[src/rtl/stage2_decode_hazard.sv]
// Decode stage between fetch and execute.
// Decodes the RV32I base opcodes, reads the register file with optional
// writeback bypass, stalls on load-use hazards, and presents the result
// through one registered valid/ready output slot.
module stage2_decode_hazard #(
    parameter int   WIDTH          = 32,
    parameter int   REGISTER_DEPTH = 32,
    parameter int   ENABLE_BYPASS  = 1,
    localparam int  AW             = $clog2(REGISTER_DEPTH)
) (
    input  logic             clk,
    input  logic             rst,
    input  logic             flush,
    input  logic             in_valid,
    output logic             in_ready,
    input  logic [31:0]      in_instruction,
    input  logic [WIDTH-1:0] in_pc,
    input  logic             in_branch_pred,
    output logic [AW-1:0]    rf_addr_1,
    output logic [AW-1:0]    rf_addr_2,
    input  logic [WIDTH-1:0] rf_data_1,
    input  logic [WIDTH-1:0] rf_data_2,
    input  logic             wb_valid,
    input  logic [AW-1:0]    wb_rd,
    input  logic [WIDTH-1:0] wb_data,
    input  logic             ex_load_valid,
    input  logic [AW-1:0]    ex_load_rd,
    output logic             out_valid,
    input  logic             out_ready,
    output logic [WIDTH-1:0] out_pc,
    output logic [6:0]       out_opcode,
    output logic [AW-1:0]    out_rd,
    output logic [AW-1:0]    out_rs1,
    output logic [AW-1:0]    out_rs2,
    output logic [2:0]       out_funct3,
    output logic [6:0]       out_funct7,
    output logic [WIDTH-1:0] out_immediate,
    output logic [WIDTH-1:0] out_rs1_value,
    output logic [WIDTH-1:0] out_rs2_value,
    output logic             out_branch_pred,
    output logic             out_illegal
);

    localparam logic [6:0] OPC_LOAD     = 7'b0000011;
    localparam logic [6:0] OPC_MISC_MEM = 7'b0001111;
    localparam logic [6:0] OPC_OP_IMM   = 7'b0010011;
    localparam logic [6:0] OPC_AUIPC    = 7'b0010111;
    localparam logic [6:0] OPC_STORE    = 7'b0100011;
    localparam logic [6:0] OPC_OP       = 7'b0110011;
    localparam logic [6:0] OPC_LUI      = 7'b0110111;
    localparam logic [6:0] OPC_BRANCH   = 7'b1100011;
    localparam logic [6:0] OPC_JALR     = 7'b1100111;
    localparam logic [6:0] OPC_JAL      = 7'b1101111;
    localparam logic [6:0] OPC_SYSTEM   = 7'b1110011;

    logic [6:0]         opcode;
    logic [AW-1:0]      dec_rd;
    logic [AW-1:0]      dec_rs1;
    logic [AW-1:0]      dec_rs2;
    logic [2:0]         dec_funct3;
    logic [6:0]         dec_funct7;
    logic signed [31:0] dec_imm32;
    logic               use_rs1;
    logic               use_rs2;
    logic               dec_illegal;
    logic               stall;
    logic               slot_free;
    logic               transfer;
    logic [WIDTH-1:0]   op_value_1;
    logic [WIDTH-1:0]   op_value_2;

    // Operand value: zero for x0 or an unused source, else the bypassed
    // writeback value when it targets this register, else register-file data.
    function automatic logic [WIDTH-1:0] operand_select(
        input logic             used,
        input logic [AW-1:0]    addr,
        input logic [WIDTH-1:0] rf_value,
        input logic             wb_en,
        input logic [AW-1:0]    wb_addr,
        input logic [WIDTH-1:0] wb_value
    );
        if (!used || addr == '0)
            return '0;
        if (ENABLE_BYPASS != 0 && wb_en && wb_addr == addr)
            return wb_value;
        return rf_value;
    endfunction

    assign opcode = in_instruction[6:0];

    // Combinational field and immediate decode, per instruction format.
    always_comb begin
        dec_rd      = '0;
        dec_rs1     = '0;
        dec_rs2     = '0;
        dec_funct3  = '0;
        dec_funct7  = '0;
        dec_imm32   = '0;
        use_rs1     = 1'b0;
        use_rs2     = 1'b0;
        dec_illegal = 1'b0;
        case (opcode)
            OPC_OP_IMM, OPC_LOAD, OPC_JALR: begin
                dec_rd     = AW'(in_instruction[11:7]);
                dec_rs1    = AW'(in_instruction[19:15]);
                dec_funct3 = in_instruction[14:12];
                dec_imm32  = {{20{in_instruction[31]}}, in_instruction[31:20]};
                use_rs1    = 1'b1;
            end
            OPC_OP: begin
                dec_rd     = AW'(in_instruction[11:7]);
                dec_rs1    = AW'(in_instruction[19:15]);
                dec_rs2    = AW'(in_instruction[24:20]);
                dec_funct3 = in_instruction[14:12];
                dec_funct7 = in_instruction[31:25];
                use_rs1    = 1'b1;
                use_rs2    = 1'b1;
            end
            OPC_STORE: begin
                dec_rs1    = AW'(in_instruction[19:15]);
                dec_rs2    = AW'(in_instruction[24:20]);
                dec_funct3 = in_instruction[14:12];
                dec_imm32  = {{20{in_instruction[31]}}, in_instruction[31:25],
                              in_instruction[11:7]};
                use_rs1    = 1'b1;
                use_rs2    = 1'b1;
            end
            OPC_BRANCH: begin
                dec_rs1    = AW'(in_instruction[19:15]);
                dec_rs2    = AW'(in_instruction[24:20]);
                dec_funct3 = in_instruction[14:12];
                dec_imm32  = {{19{in_instruction[31]}}, in_instruction[31],
                              in_instruction[7], in_instruction[30:25],
                              in_instruction[11:8], 1'b0};
                use_rs1    = 1'b1;
                use_rs2    = 1'b1;
            end
            OPC_LUI, OPC_AUIPC: begin
                dec_rd    = AW'(in_instruction[11:7]);
                dec_imm32 = {in_instruction[31:12], 12'b0};
            end
            OPC_JAL: begin
                dec_rd    = AW'(in_instruction[11:7]);
                dec_imm32 = {{11{in_instruction[31]}}, in_instruction[31],
                             in_instruction[19:12], in_instruction[20],
                             in_instruction[30:21], 1'b0};
            end
            OPC_SYSTEM, OPC_MISC_MEM: begin
                // I-format fields are reported, but no register is read.
                dec_rd     = AW'(in_instruction[11:7]);
                dec_rs1    = AW'(in_instruction[19:15]);
                dec_funct3 = in_instruction[14:12];
                dec_imm32  = {{20{in_instruction[31]}}, in_instruction[31:20]};
            end
            default: begin
                dec_illegal = 1'b1;
            end
        endcase
    end

    assign rf_addr_1 = use_rs1 ? dec_rs1 : '0;
    assign rf_addr_2 = use_rs2 ? dec_rs2 : '0;

    assign op_value_1 = operand_select(use_rs1, dec_rs1, rf_data_1, wb_valid, wb_rd, wb_data);
    assign op_value_2 = operand_select(use_rs2, dec_rs2, rf_data_2, wb_valid, wb_rd, wb_data);

    // A load in execute whose destination feeds this instruction cannot be
    // forwarded in time, so the instruction is held back for a cycle.
    assign stall = in_valid && ex_load_valid && (ex_load_rd != '0) &&
                   ((use_rs1 && dec_rs1 == ex_load_rd) ||
                    (use_rs2 && dec_rs2 == ex_load_rd));

    assign slot_free = !out_valid || out_ready;
    assign in_ready  = slot_free && !stall && !flush;
    assign transfer  = in_valid && in_ready;

    // Output slot: reset, flush, load, bubble, or hold under backpressure.
    always_ff @(posedge clk) begin
        if (rst) begin
            out_valid       <= 1'b0;
            out_pc          <= '0;
            out_opcode      <= '0;
            out_rd          <= '0;
            out_rs1         <= '0;
            out_rs2         <= '0;
            out_funct3      <= '0;
            out_funct7      <= '0;
            out_immediate   <= '0;
            out_rs1_value   <= '0;
            out_rs2_value   <= '0;
            out_branch_pred <= 1'b0;
            out_illegal     <= 1'b0;
        end else if (flush) begin
            out_valid <= 1'b0;
        end else if (transfer) begin
            out_valid       <= 1'b1;
            out_pc          <= in_pc;
            out_opcode      <= opcode;
            out_rd          <= dec_rd;
            out_rs1         <= dec_rs1;
            out_rs2         <= dec_rs2;
            out_funct3      <= dec_funct3;
            out_funct7      <= dec_funct7;
            out_immediate   <= WIDTH'(dec_imm32);
            out_rs1_value   <= op_value_1;
            out_rs2_value   <= op_value_2;
            out_branch_pred <= in_branch_pred;
            out_illegal     <= dec_illegal;
        end else if (slot_free) begin
            out_valid <= 1'b0;
        end
    end

endmodule

[config.mk]
export PLATFORM = sky130hd
export DESIGN_NAME = stage2_decode_hazard
export DESIGN_NICKNAME = d
export VERILOG_FILES = /design/src/rtl/stage2_decode_hazard.sv
export SDC_FILE = /design/constraint.sdc
export NUM_CORES = 1
export LEC_CHECK = 0
export CAP_MARGIN = 20
export CORE_ASPECT_RATIO = 0.9
export CORE_MARGIN = 2
export CORE_UTILIZATION = 30
export DETAILED_ROUTE_END_ITERATION = 8
export HOLD_SLACK_MARGIN = 0.15
export PLACE_DENSITY_LB_ADDON = 0.2
export SLEW_MARGIN = 20
export SYNTH_ARGS = -nofsm -noshare
export SYNTH_HDL_FRONTEND = slang
export SYNTH_SLANG_ARGS = --single-unit
[constraint.sdc]
create_clock -name clk -period 5.3 [get_ports clk]
set_clock_uncertainty 0.1 [all_clocks]
set_input_delay 1.325 -clock clk [delete_from_list [all_inputs] [get_ports clk]]
set_output_delay 1.325 -clock clk [all_outputs]
set_load 0.01 [all_outputs]
==> impl_metrics.json, run 1 <==
{
  "viasPerCell": 4.93,
  "drive_gt1_share_pct": 5.79,
  "rsz0062_at_grt": "false",
  "cts.htree.levels": 4,
  "synth_fa_ha_area_share_pct": 0,
  "initial_core_util_pct": 30.8,
  "postCtsSetupBuffers": 0,
  "ant_nets": 0,
  "min_period_ps": 5110,
  "port-buffer-count": 351,
  "io_pins": 352,
  "diodes": 0,
  "syn_avg_cell_area_um2": 8.60,
  "grt_max_degree": 97,
  "area_growth_pct": 60.4,
  "synth-xor-area-share_pct": 1.69,
  "num-fill-cells": 2299,
  "synth_compound_area_share_pct": 18.8,
  "grt_overflow": 0,
  "syn_nets": 1020,
  "fp-row-count": 53,
  "wire_per_inst_um": 18.2,
  "fp.dieW_um": 168,
  "synth_top_family_by_area": "compound AO/OA/AOI/OAI gates",
  "wirelength_um": 26900,
  "final_cell_mix": "clkdlybuf4s50_1, dfxtp_1, nand2_1",
  "cts_tree": "built",
  "ys.flop_type": "dfxtp_1",
  "ys_ff_latch": 163,
  "regArea_mm2": 0.00326,
  "startpoint_type": "primary input",
  "ys_seq_area_share_pct": 45.1,
  "ys_types": 45,
  "cts_buffer_depth": 2,
  "grt_use_met2_pct": 34.5,
  "cts_root_buffer": "clkbuf_16",
  "coreArea_mm2": 0.0235,
  "cp.required_ps": 3880,
  "clkTransAtPathRegs_ps": 70,
  "met1_usage_pct": 24.3,
  "crit_start": "in_instruction[6]",
  "slew_headroom_pct": 43.9,
  "drtIter0Drc": 365,
  "synth_edf_count": 0,
  "final_common_cell": "clkdlybuf4s50_1",
  "worstMarginPinSlew_ps": 841,
  "end_kind": "output port",
  "grt_pass1_wl_um": 40500,
  "hold_violations": 0,
  "nets": 1340,
  "fin_tns_setup_ps": 0,
  "stdcell_area_mm2": 0.0116,
  "drcViolationCount": 0,
  "fin_crit_sh_pct": 96.5,
  "powerDensity_mw_per_mm2": 252,
  "gr-usage-met3_pct": 8.47,
  "postSynth.asyncResetShare_pct": 0,
  "status": "completed",
  "drt_first_pass_iters": 5,
  "crit_type": "primary input to output port",
  "peakVddDrop_mv": 0.152,
  "arrival_ps": 3690,
  "muxShareOfSynthArea_pct": 8.99,
  "drv_slew": 0,
  "multi_input_area_mm2": 0.00339,
  "clk_latency_ps": 420,
  "vias": 7284,
  "cts_inserted_buffers": 17,
  "antenna_found_initial": 1,
  "yosys.area_share.simple_pct": 17.0,
  "grt.busiest_layer": "met2",
  "reg2reg_from": "out_valid",
  "grt_pass1_vias": 6987,
  "hold_buffers": 0,
  "die-area_mm2": 0.0254,
  "synthesis.area_mm2": 0.00724,
  "place_area_mm2": 0.0110,
  "place_congestion": 0.799,
  "gr-usage-all-layers_pct": 20.5,
  "crit_fanout": 12,
  "maxCapViolations": 0,
  "hold_path_class": "register to register",
  "syn_inst": 842,
  "max_freq_mhz": 196,
  "cts.sinks": 163,
  "ctsResizeCount": 0,
  "yosysWarnings": 0,
  "fp.dieH_um": 151,
  "min_from": "out_immediate[8]",
  "setup_viol": 0,
  "dpl.hpwl_um": 19300,
  "p_leak_nw": 4.10
}
## cell usage after synthesis, types with 3 or more instances
library cell	number	share of area [%]
and3_1	4	0.35
clkbuf_1	39	2.0
dfxtp_1	163	45
nor4bb_1	4	0.55
buf_6	6	0.93
nand2_1	119	6.2
nand2b_1	11	0.95
or3_1	3	0.26
and2_1	13	1.1
xnor2_1	8	0.97
a221oi_1	7	0.85
o32ai_1	67	8.1
xor2_1	6	0.73
a21oi_1	73	5.0
a31oi_1	6	0.52
nor3_1	27	1.9
nand4_1	3	0.26
nand3_1	26	1.8
a211oi_1	21	2.2
buf_2	26	1.8
nor2_1	36	1.9
o21ai_0	13	0.90
nor2b_1	3	0.26
mux2i_1	65	9.0
inv_1	67	3.5
## state kept, by name, summed over array words and instances, names as in the netlist
name,count
out_immediate,32
out_pc,32
out_rs1_value,32
out_rs2_value,32
out_funct7,7
out_opcode,7
out_rd,5
out_rs1,5
out_rs2,5
out_funct3,3
out_branch_pred,1
out_illegal,1
out_valid,1
## where the power goes
part	leakage (nW)	internal, mW	switching (mW)
clock	0.284	0.635	0.601
combinational	2.49	0.232	0.190
sequential	1.32	1.25	0.0144
## path summary, 6_finish.rpt
check,cells after the start,slack (ps),endpoint
setup reg to reg,6,3200,out_rs1_value[15]
setup / recovery,7,190,in_ready
hold / removal,2,350,out_immediate[8]
hold reg to reg,2,350,out_immediate[8]
## critical path, stage by stage
cell and delay, ps:
clkdlybuf4s50_1 680, nand2b_1 130, a221o_1 430, and3_2 270
xnor2_1 140, a21oi_1 140, clkdlybuf4s50_1 570
## kinds of logic (layout without fill, tap and decap cells)
group,Yosys count,after routing
xor gates and xnor gates,14,14
and+or+nand+nor,262,262
AOI/OAI and AO/OA,197,197
muxes,65,65
DFF,163,163
buffers and inverters,141,474
## through the flow
stage                     power (mW)  std cells  util [%]  setup slack (ps)  hold slack, ps
after floorplan                 1.46        842         -              1260             376
after global placement          1.72       1445      46.8               189             339
after detailed placement        1.72       1445      46.8               181             344
after CTS                       2.97       1477      49.3               164             354
after global routing            3.05       1477      49.3              18.4             371
final                           2.92       1477      49.3               187             351
## area by class of cell
cell class                      count  share of cell area, %
Multi-Input combinational cell    538                   29.2
Timing Repair Buffer              375                   32.2
Sequential cell                   163                   28.1
Inverter                           67                   2.17
Clock buffer                       17                   3.66
Clock inverter                     15                   1.43
Tap cell                          302                   3.25
## per-layer routing
layer  wire length [um]  vias up
li1                   -     3601
met1              11200     3391
met2              12900      276
met3               2510       16
met4                299        0
met5                  0        -
No activity file was read; power rests on OpenSTA's default activity.
==> run 2, diff against run 1 <==
Clock period 5.3 ns to 6.2 ns, I/O delays scaled along.
==> impl_metrics.json, run 2 (same netlist as run 1, synthesis figures left out) <==
{
  "status": "completed",
  "wirelength_um": 27100,
  "final_common_cell": "clkdlybuf4s50_1",
  "antenna_found_initial": 0,
  "fp.dieW_um": 168,
  "cp.required_ps": 4550,
  "coreArea_mm2": 0.0235,
  "place_congestion": 0.807,
  "grt_overflow": 0,
  "dp.cells": 1436,
  "hold_path_class": "register to register",
  "r2r_cells": 6,
  "pre_cts_ws_ps": 503,
  "hold_buffers": 0,
  "worstMarginPinSlew_ps": 1050,
  "drive_gt1_share_pct": 5.06,
  "peakVddDrop_mv": 0.158,
  "p_seq_share_pct": 43.4,
  "clk_latency_ps": 420,
  "arrival_ps": 4070,
  "initial_core_util_pct": 30.8,
  "nets": 1331,
  "io_pins": 352,
  "fin_crit_sh_pct": 92.3,
  "slew_headroom_pct": 29.9,
  "maxCapViolations": 0,
  "hold_violations": 0,
  "wire_per_inst_um": 18.5,
  "pwr-share-comb_pct": 14.4,
  "setup_viol": 0,
  "area_growth_pct": 59.5,
  "power_frac_clock_pct": 42.2,
  "startpoint_type": "primary input",
  "min_period_ps": 5720,
  "power.internal_mw": 1.81,
  "cts_inserted_buffers": 17,
  "cts.htree.levels": 4,
  "hold_depth": 2,
  "gr-usage-all-layers_pct": 20.7,
  "drtIter0Drc": 506,
  "fp-row-count": 53,
  "power_mw": 2.49,
  "drt_first_pass_iters": 4,
  "clkTransAtPathRegs_ps": 60,
  "p_leak_nw": 4.06,
  "powerDensity_mw_per_mm2": 216,
  "cts_root_buffer": "clkbuf_16",
  "ant_nets": 0,
  "fp.dieH_um": 151,
  "drcViolationCount": 0,
  "cts_buffer_depth": 2,
  "grt_pass1_vias": 7066,
  "dpl.hpwl_um": 19200,
  "fin_tns_setup_ps": 0,
  "final_cell_mix": "clkdlybuf4s50_1, dfxtp_1, nand2_1",
  "grt_max_degree": 93,
  "postLayoutSetupSlackWorst_ps": 479,
  "ctsResizeCount": 0,
  "cts_tree": "built",
  "end_kind": "output port",
  "postCtsSetupBuffers": 0,
  "grt_pass1_wl_um": 40700,
  "crit_fanout": 11,
  "viasPerCell": 4.98,
  "p_sw_share_pct": 27.5,
  "rsz0062_at_grt": "false",
  "cts.sinks": 163,
  "crit_type": "primary input to output port",
  "die-area_mm2": 0.0254,
  "power_switching_uw": 686,
  "vias": 7317,
  "finalNonFillerCells": 1469,
  "max_freq_mhz": 175,
  "port-buffer-count": 351,
  "drv_slew": 0
}
[run 2: cell types whose count changed in the layout (fill, tap and decap cells not counted)]
cell / before / now
buf_4: 21 / 12
clkinv_4: 2 / 1
clkinvlp_4: 2 / 3
diode_2: 0 / 1
[run 2: final cells by class]
cell class	count	area (um2)
fillers	2321	12000
repair buffers	366	3670
multi-input cells	538	3390
flip-flops and latches	163	3260
clock buffers	17	425
well taps	302	378
inverters	67	251
clock inverters	15	165
diodes	1	2.50
[run 2: power by group through the flow]
stage          registers, mW  clock network, mW  logic, mW
2_1_floorplan           1.12                  0      0.127
4_1_cts                 1.08               1.08      0.361
6_report                1.08               1.05      0.359
3_3_place_gp            1.11                  0      0.359
5_1_grt                 1.09               1.13      0.387
3_5_place_dp            1.11                  0      0.360
[run 2: through the flow]
stage          area, um2  util [%]  hold slack (ps)
3_3_place_gp       10900      46.5              338
3_5_place_dp       10900      46.5              345
5_1_grt            11500      49.0              369
2_1_floorplan       7240         -              376
4_1_cts            11500      49.0              354
6_report           11500      49.0              353
[run 2: path summary, 6_finish.rpt]
| check | start | end | slack (ps) |
|---|---|---|---|
| hold reg to reg | out_funct3[0] | out_funct3[0] | 350 |
| setup / recovery | in_instruction[3] | in_ready | 480 |
| hold / removal | out_funct3[0] | out_funct3[0] | 350 |
| setup reg to reg | out_valid | out_immediate[15] | 4040 |
[run 2: critical path: stages]
cell             delay [ps]
clkdlybuf4s50_1         620
nor3b_2                 280
a221o_1                 400
and3_2                  270
xnor2_1                 320
a21oi_1                 110
clkdlybuf4s50_1         510
[run 2: metal layers]
metal  GRT usage [%]  up-vias  share of wire, %
met5               0        -                 0
met4            5.30        0               1.2
met3            7.50       24               9.0
met2            33.9      282                47
met1            25.9     3419                43
li1                -     3592                 -
==> run 3, diff against run 2 <==
Settings changed: SETUP_SLACK_MARGIN set to 0.5.
Clock period 6.2 ns to 5.6 ns, I/O delays scaled along.
==> impl_metrics.json, run 3 (same netlist as run 1, synthesis figures left out) <==
{
  "status": "completed",
  "grt_use_met2_pct": 34.6,
  "coreArea_mm2": 0.0235,
  "cts_buffer_depth": 2,
  "setup_viol": 0,
  "fp.dieW_um": 168,
  "drive_gt1_share_pct": 5.30,
  "place_congestion": 0.840,
  "cp_slowest_cell": "clkdlybuf4s50_1",
  "path_delay_family": "buffers and inverters",
  "grt_overflow": 0,
  "gr-usage-met3_pct": 8.57,
  "dpl.hpwl_um": 19000,
  "wire_per_inst_um": 18.2,
  "num-fill-cells": 2249,
  "crit_path_max_incr_delay_ps": 560,
  "drtIter0Drc": 485,
  "fin_crit_sh_pct": 88.7,
  "postLayoutSetupSlackWorst_ps": 632,
  "fin_tns_setup_ps": 0,
  "grt_max_degree": 124,
  "drt_first_pass_iters": 4,
  "final_common_cell": "clkdlybuf4s50_1",
  "cts_tree": "built",
  "whs_ps": 351,
  "grt_pass1_wl_um": 40700,
  "maxCapViolations": 0,
  "vias": 7174,
  "die-area_mm2": 0.0254,
  "wirelength_um": 26800,
  "diodes": 0,
  "rsz0062_at_grt": "false",
  "hold_violations": 0,
  "peakVddDrop_mv": 0.160,
  "slew_headroom_pct": 25.2,
  "worstMarginPinSlew_ps": 1110,
  "hold_buffers": 0,
  "drcViolationCount": 0,
  "cts_root_buffer": "clkbuf_16",
  "worstPathCellList": "clkdlybuf4s50_1 > buf_4 > nand3b_1 > a211oi_2 > buf_4 > and2_1 > clkdlybuf4s50_1",
  "min_period_ps": 4970,
  "area_growth_pct": 59.4,
  "met1_usage_pct": 24.5,
  "initial_core_util_pct": 30.8,
  "crit_fanout": 8,
  "fp.dieH_um": 151,
  "p_leak_nw": 4.07,
  "cts.htree.levels": 4,
  "arrival_ps": 3470,
  "cp.required_ps": 4100,
  "final_cell_mix": "clkdlybuf4s50_1, dfxtp_1, nand2_1",
  "end_kind": "output port",
  "crit_type": "primary input to output port",
  "drv_slew": 0,
  "cts.sinks": 163,
  "ant_nets": 0,
  "cts_inserted_buffers": 17,
  "port-buffer-count": 351,
  "max_freq_mhz": 201,
  "critPathBufInv": 4,
  "startpoint_type": "primary input",
  "antenna_found_initial": 1,
  "grt.busiest_layer": "met2",
  "nets": 1334,
  "powerDensity_mw_per_mm2": 239,
  "utilization_pct": 49.0,
  "viasPerCell": 4.88,
  "clk_latency_ps": 430,
  "pre_cts_ws_ps": 249,
  "hold_path_class": "register to register",
  "clkTransAtPathRegs_ps": 70,
  "io_pins": 352,
  "gr-usage-all-layers_pct": 20.6,
  "fp-row-count": 53,
  "grt_pass1_vias": 7056
}
[run 3: cell type report]
cell class                      count  area, um2  share of cell area (%)
Timing Repair Buffer              369       3660                    31.8
Multi-Input combinational cell    538       3400                    29.4
Sequential cell                   163       3260                    28.3
Clock buffer                       17        425                    3.69
Tap cell                          302        378                    3.27
Inverter                           67        251                    2.18
Clock inverter                     15        163                    1.41
[run 3: what timing repair did]
action / in CTS / in global routing
setup buffers: 0 / 0
gates resized for setup: 7 / 0
endpoints found under the setup margin: 1 / 0
[run 3: metrics by stage]
stage | total power [mW] | area, um2 | cells
2_1_floorplan | 1.38 | 7240 | 842
3_3_place_gp | 1.62 | 10900 | 1439
3_5_place_dp | 1.62 | 10900 | 1439
4_1_cts | 2.80 | 11500 | 1471
5_1_grt | 2.88 | 11500 | 1471
6_report | 2.76 | 11500 | 1471
[run 3: worst reg2reg max path, cell delays in order, from the launching register on]
cell,delay (ps)
dfxtp_1,340
nand2b_1,70
nand3b_1,170
a211o_2,260
buf_4,390
buf_4,370
nand2_1,100
a21oi_1,170
[run 3: routing by layer]
layer	up-vias	wire, um
met5	-	0
met4	0	343
met3	22	2390
met2	258	12600
met1	3311	11500
li1	3583	-
[run 3: power by group]
part	leakage [nW]	total [mW]	switching, mW	internal [mW]
combinational	2.47	0.394	0.180	0.214
clock	0.278	1.16	0.567	0.598
sequential	1.32	1.20	0.0135	1.19
[run 3: worst paths after layout]
check | slack [ps] | depth (start not counted) | startpoint | to
worst min register to register | 350 | 2 | out_funct3[2] | out_funct3[2]
worst max register to register | 3530 | 7 | out_valid | out_pc[27]
worst max-delay path | 630 | 7 | in_instruction[5] | rf_addr_1[0]
worst min-delay path | 350 | 2 | out_funct3[2] | out_funct3[2]
